## src/rtl/proc_pkg.sv

```systemverilog
// Shared definitions for the proc instruction sequencer: opcode encodings,
// opcode field position and the sequencer state type.
package proc_pkg;

  localparam int OP_MSB = 8;
  localparam int OP_LSB = 6;

  localparam logic [2:0] MV  = 3'b000;
  localparam logic [2:0] MVI = 3'b001;
  localparam logic [2:0] ADD = 3'b010;
  localparam logic [2:0] SUB = 3'b011;
  localparam logic [2:0] HLT = 3'b111;

  typedef enum logic [2:0] {
    IDLE,
    FETCH,
    ISSUE,
    IMM,
    WAIT,
    PAUSE,
    HALTED,
    ERROR
  } seq_state_t;

  function automatic logic [2:0] opcode_of(input logic [8:0] word);
    return word[OP_MSB:OP_LSB];
  endfunction

  // Codes 100/101/110 reach proc unchanged and behave like ADD/SUB there.
  function automatic logic is_alu_op(input logic [2:0] op);
    return (op == ADD) || (op == SUB) || (op[2] && (op != HLT));
  endfunction

endpackage

```

## src/rtl/proc_sequencer_if.sv

```systemverilog
// Program-ROM read port plus the DIN/Run/Done handshake towards proc.
interface proc_sequencer_if #(
  parameter int ADDR_W = 5
);

  logic [ADDR_W-1:0] mem_addr;
  logic [8:0]        mem_data;
  logic [8:0]        DIN;
  logic              Run;
  logic              Done;

  modport master (
    output mem_addr,
    output DIN,
    output Run,
    input  mem_data,
    input  Done
  );

  modport slave (
    input  mem_addr,
    input  DIN,
    input  Run,
    output mem_data,
    output Done
  );

endinterface

```

## src/rtl/wdog_counter.sv

```systemverilog
// Clear/enable cycle counter that flags the TIMEOUT-th consecutive enabled cycle.
module wdog_counter #(
  parameter int TIMEOUT = 15
) (
  input  logic Clock,
  input  logic Reset,
  input  logic clear,
  input  logic enable,
  output logic expire
);

  localparam int CW = $clog2(TIMEOUT + 1);

  logic [CW-1:0] count;

  always_ff @(posedge Clock or posedge Reset) begin
    if (Reset) begin
      count <= '0;
    end else if (clear) begin
      count <= '0;
    end else if (enable && (count != CW'(TIMEOUT))) begin
      count <= count + 1'b1;
    end
  end

  // The cycle being counted is included, so the flag rises while count is TIMEOUT-1.
  assign expire = enable && (count == CW'(TIMEOUT - 1));

endmodule

```

## src/rtl/proc_sequencer.sv

```systemverilog
// Sequences the 9-bit proc from a synchronous program ROM, with start/halt/step
// control, a HLT opcode, a retired-instruction count and a Done watchdog.
module proc_sequencer
  import proc_pkg::*;
#(
  parameter int ADDR_W  = 5,
  parameter int TIMEOUT = 15
) (
  input  logic              Clock,
  input  logic              Reset,
  input  logic              Go,
  input  logic              Halt,
  input  logic              StepMode,
  proc_sequencer_if.master  bus,
  output logic [ADDR_W-1:0] PC,
  output logic              Busy,
  output logic              Halted,
  output logic              Err,
  output logic [15:0]       retired
);

  seq_state_t        state;
  seq_state_t        state_nxt;
  logic [ADDR_W-1:0] pc_q;
  logic [ADDR_W-1:0] pc_nxt;
  logic [2:0]        opcode;
  logic              halt_seen;
  logic              retire;
  logic              wd_clear;
  logic              wd_expire;

  assign opcode = opcode_of(bus.mem_data);

  wdog_counter #(
    .TIMEOUT(TIMEOUT)
  ) u_wdog (
    .Clock (Clock),
    .Reset (Reset),
    .clear (wd_clear),
    .enable(state == WAIT),
    .expire(wd_expire)
  );

  always_ff @(posedge Clock or posedge Reset) begin
    if (Reset) begin
      state <= IDLE;
    end else begin
      state <= state_nxt;
    end
  end

  // A Halt anywhere between ISSUE and retirement turns the next boundary into PAUSE.
  always_ff @(posedge Clock or posedge Reset) begin
    if (Reset) begin
      pc_q      <= '0;
      retired   <= '0;
      halt_seen <= 1'b0;
    end else begin
      pc_q <= pc_nxt;
      if (retire) begin
        retired <= retired + 16'd1;
      end
      if (state == ISSUE) begin
        halt_seen <= Halt;
      end else if ((state == IMM) || (state == WAIT)) begin
        halt_seen <= halt_seen | Halt;
      end
    end
  end

  always_comb begin
    state_nxt    = state;
    pc_nxt       = pc_q;
    retire       = 1'b0;
    wd_clear     = 1'b0;
    bus.mem_addr = pc_q;
    bus.DIN      = '0;
    bus.Run      = 1'b0;

    case (state)
      IDLE: begin
        if (Go) begin
          state_nxt = FETCH;
        end
      end
      FETCH: begin
        state_nxt = ISSUE;
      end
      ISSUE: begin
        bus.DIN      = bus.mem_data;
        bus.mem_addr = pc_q + 1'b1;
        if (opcode == HLT) begin
          state_nxt = HALTED;
        end else begin
          bus.Run = 1'b1;
          if (opcode == MVI) begin
            state_nxt = IMM;
          end else begin
            state_nxt = WAIT;
            wd_clear  = 1'b1;
          end
        end
      end
      IMM: begin
        bus.DIN = bus.mem_data;
        if (bus.Done) begin
          retire = 1'b1;
          pc_nxt = pc_q + ADDR_W'(2);
        end else begin
          state_nxt = ERROR;
        end
      end
      WAIT: begin
        if (bus.Done) begin
          retire = 1'b1;
          pc_nxt = pc_q + 1'b1;
        end else if (wd_expire) begin
          state_nxt = ERROR;
        end
      end
      PAUSE: begin
        if (Halt) begin
          state_nxt = HALTED;
        end else if (Go) begin
          state_nxt = FETCH;
        end
      end
      HALTED: begin
        state_nxt = HALTED;
      end
      ERROR: begin
        state_nxt = ERROR;
      end
      default: begin
        state_nxt = IDLE;
      end
    endcase

    if (retire) begin
      state_nxt = (StepMode || halt_seen || Halt) ? PAUSE : FETCH;
    end
  end

  assign PC     = pc_q;
  assign Busy   = (state == FETCH) || (state == ISSUE) || (state == IMM) || (state == WAIT);
  assign Halted = (state == HALTED);
  assign Err    = (state == ERROR);

endmodule

```

## src/flat_wrapper.sv

```systemverilog
// flat-port wrapper written by rule: the top's interface ports become plain ports
module proc_sequencer_flat import proc_pkg::*;
#(
  parameter int ADDR_W  = 5,
  parameter int TIMEOUT = 15
)
  (Clock, Reset, Go, Halt, StepMode, PC, Busy, Halted, Err, retired, bus_mem_addr, bus_DIN, bus_Run, bus_mem_data, bus_Done);
  proc_sequencer_if #(.ADDR_W(ADDR_W)) bus_i ();
  input  logic Clock;
  input  logic Reset;
  input  logic Go;
  input  logic Halt;
  input  logic StepMode;
  output logic [ADDR_W-1:0] PC;
  output logic Busy;
  output logic Halted;
  output logic Err;
  output logic [15:0] retired;
  output wire logic [$bits(bus_i.mem_addr)-1:0] bus_mem_addr;
  output wire logic [$bits(bus_i.DIN)-1:0] bus_DIN;
  output wire logic [$bits(bus_i.Run)-1:0] bus_Run;
  input wire logic [$bits(bus_i.mem_data)-1:0] bus_mem_data;
  input wire logic [$bits(bus_i.Done)-1:0] bus_Done;
  assign bus_mem_addr = bus_i.mem_addr;
  assign bus_DIN = bus_i.DIN;
  assign bus_Run = bus_i.Run;
  assign bus_i.mem_data = bus_mem_data;
  assign bus_i.Done = bus_Done;
  proc_sequencer #(.ADDR_W(ADDR_W), .TIMEOUT(TIMEOUT)) u_core (.Clock(Clock), .Reset(Reset), .Go(Go), .Halt(Halt), .StepMode(StepMode), .bus(bus_i), .PC(PC), .Busy(Busy), .Halted(Halted), .Err(Err), .retired(retired));
endmodule
```

## config.mk

```make
export PLATFORM = sky130hd
export DESIGN_NAME = proc_sequencer_flat
export DESIGN_NICKNAME = d
export VERILOG_FILES = /design/src/rtl/proc_pkg.sv /design/src/rtl/proc_sequencer_if.sv /design/src/rtl/wdog_counter.sv /design/src/rtl/proc_sequencer.sv /design/src/flat_wrapper.sv
export SDC_FILE = /design/constraint.sdc
export NUM_CORES = 1
export LEC_CHECK = 0
export CORE_ASPECT_RATIO = 1.1
export CORE_MARGIN = 2
export CORE_UTILIZATION = 50
export CTS_CLUSTER_SIZE = 12
export DETAILED_ROUTE_END_ITERATION = 10
export GPL_TIMING_DRIVEN = 0
export PLACE_DENSITY = 0.84
export SETUP_SLACK_MARGIN = 0.5
export SLEW_MARGIN = 20
export SYNTH_ARGS = -nofsm -noshare
export SYNTH_HDL_FRONTEND = slang
export SYNTH_SLANG_ARGS = --single-unit
```

## constraint.sdc

```tcl
create_clock -name Clock -period 3.93 [get_ports Clock]
set_input_delay 0.786 -clock Clock [delete_from_list [all_inputs] [get_ports Clock]]
set_output_delay 0.786 -clock Clock [all_outputs]
set_load 0.05 [all_outputs]
```

==> flow_summary_export.csv, run 1 <==
group,metric,value,unit
hold_path,hold_path_end,"u_core.retired[15]",
critical_path,rr_endpoint,"u_core.retired[11]",
global_route,grt_max_degree,30,
finish,seqCellArea,726,µm²
synth,synthMuxAreaShare,1.45,%
finish,fillerInstances,250,
synth,synthCells,176,
critical_path,criticalPathCategory,"reg2out",
synth,yosysTopAreaCell,"dfrtp_1",
die,io_pins,54,
die,die-area,3940,µm²
timing,rsz0062_at_grt,"false",
power_and_ir_drop,totalPowerFinal,1.90,mW
drt,drt_iter0_markers,53,
clock_tree,clk_latency,0.33,ns
synth,synth.distinct_cells,43,
die,start_util,51.9,%
critical_path,crit_path_max_fanout,10,
clock_tree,clock-sinks,29,
placement,dp_hpwl,2670,µm
synth,synth-compound-area-share,12.2,%
critical_path,rrSetupSlack,2.15,ns
synth,ys_seq_area_share,42.0,%
power_and_ir_drop,ir_worst_vdd,0.499,mV
timing,report.final.slew_viol_count,0,
hold_path,hold_depth,1,
global_route,grt_overflow,0,
timing,fin_crit_sh,82.4,%
critical_path,arrival,2.45,ns
synth,ys_ff_latch,29,
power_and_ir_drop,powerDensity,790,nW/µm²
timing,fin_skew,0.00944,ns
critical_path,slowest_delay,0.82,ns
finish,drive_gt1_share,9.32,%
synth,synth-main-ff-cell,"dfrtp_1",
drt,vias,1465,
critical_path,end_kind,"output pin",
finish,nets,256,
drt,first_pass_iters,4,
synth,synth_top_area_share,42.0,%
placement,port_buffers,53,
synth,synth-simple-area-share,22.7,%
clock_tree,cts_tree,"done",
timing,fin_hold_ws,0.466,ns
finish,multiInputGateArea,927,µm²
hold_path,hold_start,"u_core.retired[15]",
drt,viasPerCell,5.16,
die,die_h,65.7,µm
hold_path,min_path_type,"reg2reg",
timing,fin_crit,3.24,ns
drt,wl_per_cell,13.0,µm
clock_tree,cts_root_buffer,"clkbuf_4",
synth,synth_area_leaders,"dfrtp_1 42%, xnor2_1 11%, and2_1 4.0%",
drt,drc,0,
clock_tree,clk_pin_slew,0.09,ns
die,core-area,3330,µm²
synth,yosysMostFrequentCell,"dfrtp_1",
timing,fmax,0.309,GHz
synth,synth_common_cells,"29 x dfrtp_1, 22 x xnor2_1, 14 x nand2_1, 14 x nor2_1, 11 x and2_1",
synth,async_flop_share,100,%
finish,layout-area-overhead-vs-synth,39.1,%
synth,synth_nets,196,
timing,setup_viol,0,
timing,worstMarginPinSlew,0.596,ns
timing,timing_hold_violations_final,0,
clock_tree,ctsHoldBuffers,0,
synth,netlist_area,1730,µm²
synth,synth_top_family_by_area,"simple AND/OR/NAND/NOR gates",
global_route,grt_pass1_vias,1450,
global_route,grt_first_pass_wirelength,6370,µm
run,max_cap_viol_count,0,
synth,synth-xor-area-share,13.7,%
critical_path,cp.required,3.14,ns
critical_path,start_kind,"flop",
timing,fin_setup_tns,0,ns
drt,routed_wl,3700,µm
global_route,grtUsageTotal,21.5,%
critical_path,regToRegStartpoint,"u_core.state[0]",
finish,antenna_cells,0,
placement,gp_congestion,0.775,
clock_tree,ctsHtreeMaxLevel,2,
synth,synthAdderAreaFrac,3.62,%
critical_path,critPathSlowestCell,"clkdlybuf4s50_1",
die,dieWidth,60.1,µm
drt,ant_nets,0,
clock_tree,clockBufferDepth,2,
clock_tree,cts_buffers,5,
power_and_ir_drop,total_leakage_power,1.17,nW
timing,relSlewSlack,60.2,%
synth,syn_avg_cell_area,9.82,µm²
outcome,outcome,"finished, final reports clean",
global_route,antenna_found_initial,0,
critical_path,reg2reg_depth,5,
synth,synth_edf_count,0,
critical_path,path_cells,"buf_2 > nor2b_1 > nand2_1 > a31oi_1 > clkdlybuf4s50_1",
die,row_count,22,
synth,yosys_warnings,0,
## cells by family after synthesis
logic type	count (synthesis)
XOR/XNOR	27
buffers and inverters	16
AO/OA/AOI/OAI	27
multiplexers	2
AND/OR/NAND/NOR	70
adder cells (fa/ha/maj)	5
flip-flops	29
## power breakdown
| group | total [mW] | internal (mW) | switching [mW] |
|---|---|---|---|
| clock network | 0.185 | 0.0843 | 0.100 |
| registers | 0.505 | 0.385 | 0.121 |
| logic | 1.21 | 0.447 | 0.762 |
| total | 1.90 | 0.916 | 0.983 |
## flip-flops by register name, indices dropped and copies added (netlist names)
register	cells
u_core.halt_seen	1
u_core.PC	5
u_core.retired	16
u_core.u_wdog.count	4
u_core.state	3
## cells in the final DEF (no fill, tap or decap), drive strengths merged
cell	n
clkdlybuf4s50	41
and3	4
a31oi	3
nand3	6
or3	3
or2b	1
nand4	5
inv	9
o211ai	3
dfrtp	29
nor4	1
o2111ai	1
ha	5
xor2	5
o21a	1
a221o	1
buf	5
a211oi	2
nor2	14
nor3	5
o311ai	1
dlymetal6s2s	12
o41ai	1
nand2b	1
or3b	1
a21oi	7
clkbuf	9
xnor2	22
a211o	1
and2	11
nor4b	1
mux2i	1
nor3b	1
nor2b	1
a311oi	2
mux2	1
o21ai	4
nand2	14
and3b	1
## worst max-delay path by stage
stage               startpoint  cells after the start         endpoint
2_1_floorplan     u_core.PC[0]                      3  bus_mem_addr[4]
3_3_place_gp   bus_mem_data[7]                      3          bus_Run
3_5_place_dp   bus_mem_data[8]                      3       bus_DIN[8]
4_1_cts        u_core.state[1]                      6  bus_mem_addr[4]
5_1_grt        u_core.state[1]                      5          bus_Run
6_report       u_core.state[1]                      5          bus_Run
## cell type report
class	instances	area share, %
Multi-Input combinational cell	131	38.6
Sequential cell	29	30.2
Inverter	9	1.41
Clock buffer	7	2.29
Tap cell	48	2.50
Timing Repair Buffer	53	23.3
Buffer	7	1.72
## per-layer routing
layer	vias up	track usage [%]	routed length, µm
li1	737	-	-
met1	686	26.1	1600
met2	35	35.7	1910
met3	7	6.50	135
met4	0	7.22	59
met5	-	0	0
## critical path, delay by kind of cell, from the launching register on
kind / cells / cell delay (ns)
buf+inv: 2 / 1.05
simple gates: 2 / 0.46
flops: 1 / 0.43
compound gates: 1 / 0.18
## timing repair
action                                  CTS  global route
gates resized for setup                   0            12
endpoints found under the setup margin    0            12
buffers inserted                          0             0
## per-stage QoR
step                utilization, %  std cells  setup WS, ns  area, µm²
floorplan                        -        176          1.16       1730
global placement              69.6        277         0.872       2320
detailed placement            69.6        277         0.880       2320
CTS                           71.3        284         0.580       2370
global route                  72.2        284         0.517       2400
finish                        72.2        284         0.691       2400
(Power assumes the default switching activity.)
==> run 2: changes to the inputs <==
--- a/config.mk
+++ b/config.mk
@@ -7,11 +7,11 @@
 export LEC_CHECK = 0
 export CORE_ASPECT_RATIO = 1.1
 export CORE_MARGIN = 2
-export CORE_UTILIZATION = 50
+export CORE_UTILIZATION = 46
 export CTS_CLUSTER_SIZE = 12
 export DETAILED_ROUTE_END_ITERATION = 10
 export GPL_TIMING_DRIVEN = 0
-export PLACE_DENSITY = 0.84
+export PLACE_DENSITY = 0.78
 export SETUP_SLACK_MARGIN = 0.5
 export SLEW_MARGIN = 20
 export SYNTH_ARGS = -nofsm -noshare
==> constraint.sdc (replaced) <==
create_clock -name Clock -period 3.3 [get_ports Clock]
set_input_delay 0.66 -clock Clock [delete_from_list [all_inputs] [get_ports Clock]]
set_output_delay 0.66 -clock Clock [all_outputs]
set_load 0.05 [all_outputs]
==> flow_summary_export.csv, run 2 (same netlist as run 1, synthesis figures left out) <==
group,metric,value,unit
die,io_pins,54,
power_and_ir_drop,comb_power_share,61.2,%
die,dieWidth,62.4,µm
critical_path,worstSetupStartpoint,"u_core.state[2]",
die,row_count,23,
critical_path,arrival,2.08,ns
critical_path,critical_path.top_delay_family,"buffers and inverters",
timing,fmax,0.364,GHz
timing,rsz0062_at_grt,"true",
drt,vias,1475,
power_and_ir_drop,powerDensity,954,nW/µm²
timing,fin_crit_sh,83.2,%
global_route,grt_overflow,0,
placement,dp_hpwl,2770,µm
timing,fin_hold_ws,0.467,ns
timing,timing_hold_violations_final,0,
timing,worstMarginPinSlew,0.597,ns
critical_path,end_kind,"output pin",
finish,final_common_cell,"clkdlybuf4s50_1",
critical_path,criticalPathCategory,"reg2out",
die,die-area,4260,µm²
global_route,grt_max_degree,30,
power_and_ir_drop,p_switching,1.18,mW
outcome,outcome,"finished, final reports clean",
power_and_ir_drop,seqPwrFrac,26.2,%
finish,drive_gt1_share,14.8,%
global_route,grt_pass1_vias,1405,
timing,fin_setup_tns,0,ns
finish,regMostFlops,"u_core.retired",
finish,largest_reg_flops,16,
timing,setup_viol,0,
clock_tree,cts_buffers,5,
drt,routed_wl,3710,µm
critical_path,cp.required,2.64,ns
clock_tree,cts_tree,"done",
power_and_ir_drop,swShare,51.2,%
die,die_h,68.3,µm
drt,drt_iter0_markers,73,
placement,port_buffers,53,
finish,final_cell_mix,"36 x clkdlybuf4s50_1, 29 x dfrtp_1, 22 x xnor2_1",
timing,fin_skew,0.00410,ns
global_route,grt_first_pass_wirelength,6240,µm
clock_tree,clk_latency,0.28,ns
critical_path,crit_buf_inv,2,
finish,nets,256,
clock_tree,clock-sinks,29,
drt,drc,0,
global_route,antenna_found_initial,0,
finish,fillerInstances,318,
power_and_ir_drop,total_leakage_power,1.04,nW
timing,report.final.slew_viol_count,0,
critical_path,start_kind,"flop",
finish,antenna_cells,0,
power_and_ir_drop,clockPowerShare,12.6,%
power_and_ir_drop,ir_worst_vdd,0.522,mV
hold_path,min_path_type,"reg2reg",
timing,fin_crit,2.74,ns
timing,relSlewSlack,60.2,%
die,start_util,47.7,%
critical_path,regToRegStartpoint,"u_core.state[0]",
finish,layout-area-overhead-vs-synth,39.9,%
clock_tree,clk_pin_slew,0.06,ns
power_and_ir_drop,intPower,1.13,mW
run,max_cap_viol_count,0,
drt,ant_nets,0,
critical_path,path_cells,"clkbuf_1 > xnor2_1 > clkdlybuf4s50_1",
critical_path,crit_path_max_fanout,10,
clock_tree,clockBufferDepth,2,
critical_path,slowest_delay,0.83,ns
global_route,grtUsageTotal,18.9,%
drt,viasPerCell,5.16,
critical_path,critPathSlowestCell,"clkdlybuf4s50_1",
die,core-area,3630,µm²
drt,first_pass_iters,4,
placement,gp_congestion,0.807,
drt,wl_per_cell,13.0,µm
clock_tree,cts_root_buffer,"clkbuf_8",
hold_path,hold_start,"u_core.retired[15]",
clock_tree,ctsHtreeMaxLevel,2,
## run 2: routing by layer
layer	up-vias	routed length (µm)	share of wire (%)	global-route usage, %
li1	730	-	-	-
met1	703	1550	42	21.3
met2	34	1900	51	34.0
met3	8	166	4.5	3.78
met4	0	93	2.5	11.4
met5	-	0	0	0
## run 2: final cells by class
cell class / instances / area [µm²] / area share (%)
Buffer: 7 / 41.3 / 1.71
Sequential cell: 29 / 726 / 30.0
Clock buffer: 7 / 86.3 / 3.57
Inverter: 9 / 33.8 / 1.40
Tap cell: 50 / 62.6 / 2.59
Timing Repair Buffer: 53 / 538 / 22.3
Multi-Input combinational cell: 131 / 930 / 38.5
## run 2: final timing paths
| path | slack, ns | cells past startpoint | to |
|---|---|---|---|
| worst max-delay path | 0.56 | 3 | Busy |
| worst min register to register | 0.47 | 1 | u_core.retired[15] |
| worst max register to register | 1.58 | 6 | u_core.retired[4] |
| max in group asynchronous | 2.14 | 2 | u_core.u_wdog.count[2] |
| min in group asynchronous | 0.77 | 2 | u_core.retired[13] |
| worst min-delay path | 0.47 | 1 | u_core.retired[15] |
## run 2: worst reg2reg max path, cell delays in order (launching register included)
cell	delay, ns
dfrtp_1	0.38
buf_6	0.14
nor3b_4	0.42
o21a_1	0.21
buf_4	0.18
nand4_1	0.13
xnor2_1	0.15
## run 2: repair_timing
item | 4_1_cts | 5_1_grt
setup buffers | 0 | 0
endpoints found under the setup margin | 15 | 17
hold buffers | 0 | 0
pin swaps | 0 | 0
gates resized for setup | 37 | 10
## run 2: through the flow
step | total power, mW | std cells | setup slack [ns] | util (%) | area (µm²)
final | 2.31 | 286 | 0.556 | 66.7 | 2420
after global routing | 2.44 | 286 | 0.491 | 66.7 | 2420
after CTS | 2.32 | 286 | 0.383 | 66.6 | 2420
after detailed placement | 2.06 | 279 | 0.416 | 64.0 | 2320
after global placement | 2.03 | 279 | 0.448 | 64.0 | 2320
after floorplan | 1.62 | 176 | 0.654 | - | 1730
## run 2: power by group through the flow
stage,logic (mW),clock network [mW],registers [mW]
2_1_floorplan,0.849,0,0.774
3_3_place_gp,1.43,0,0.603
3_5_place_dp,1.45,0,0.609
4_1_cts,1.42,0.300,0.603
5_1_grt,1.51,0.311,0.622
6_report,1.41,0.292,0.604
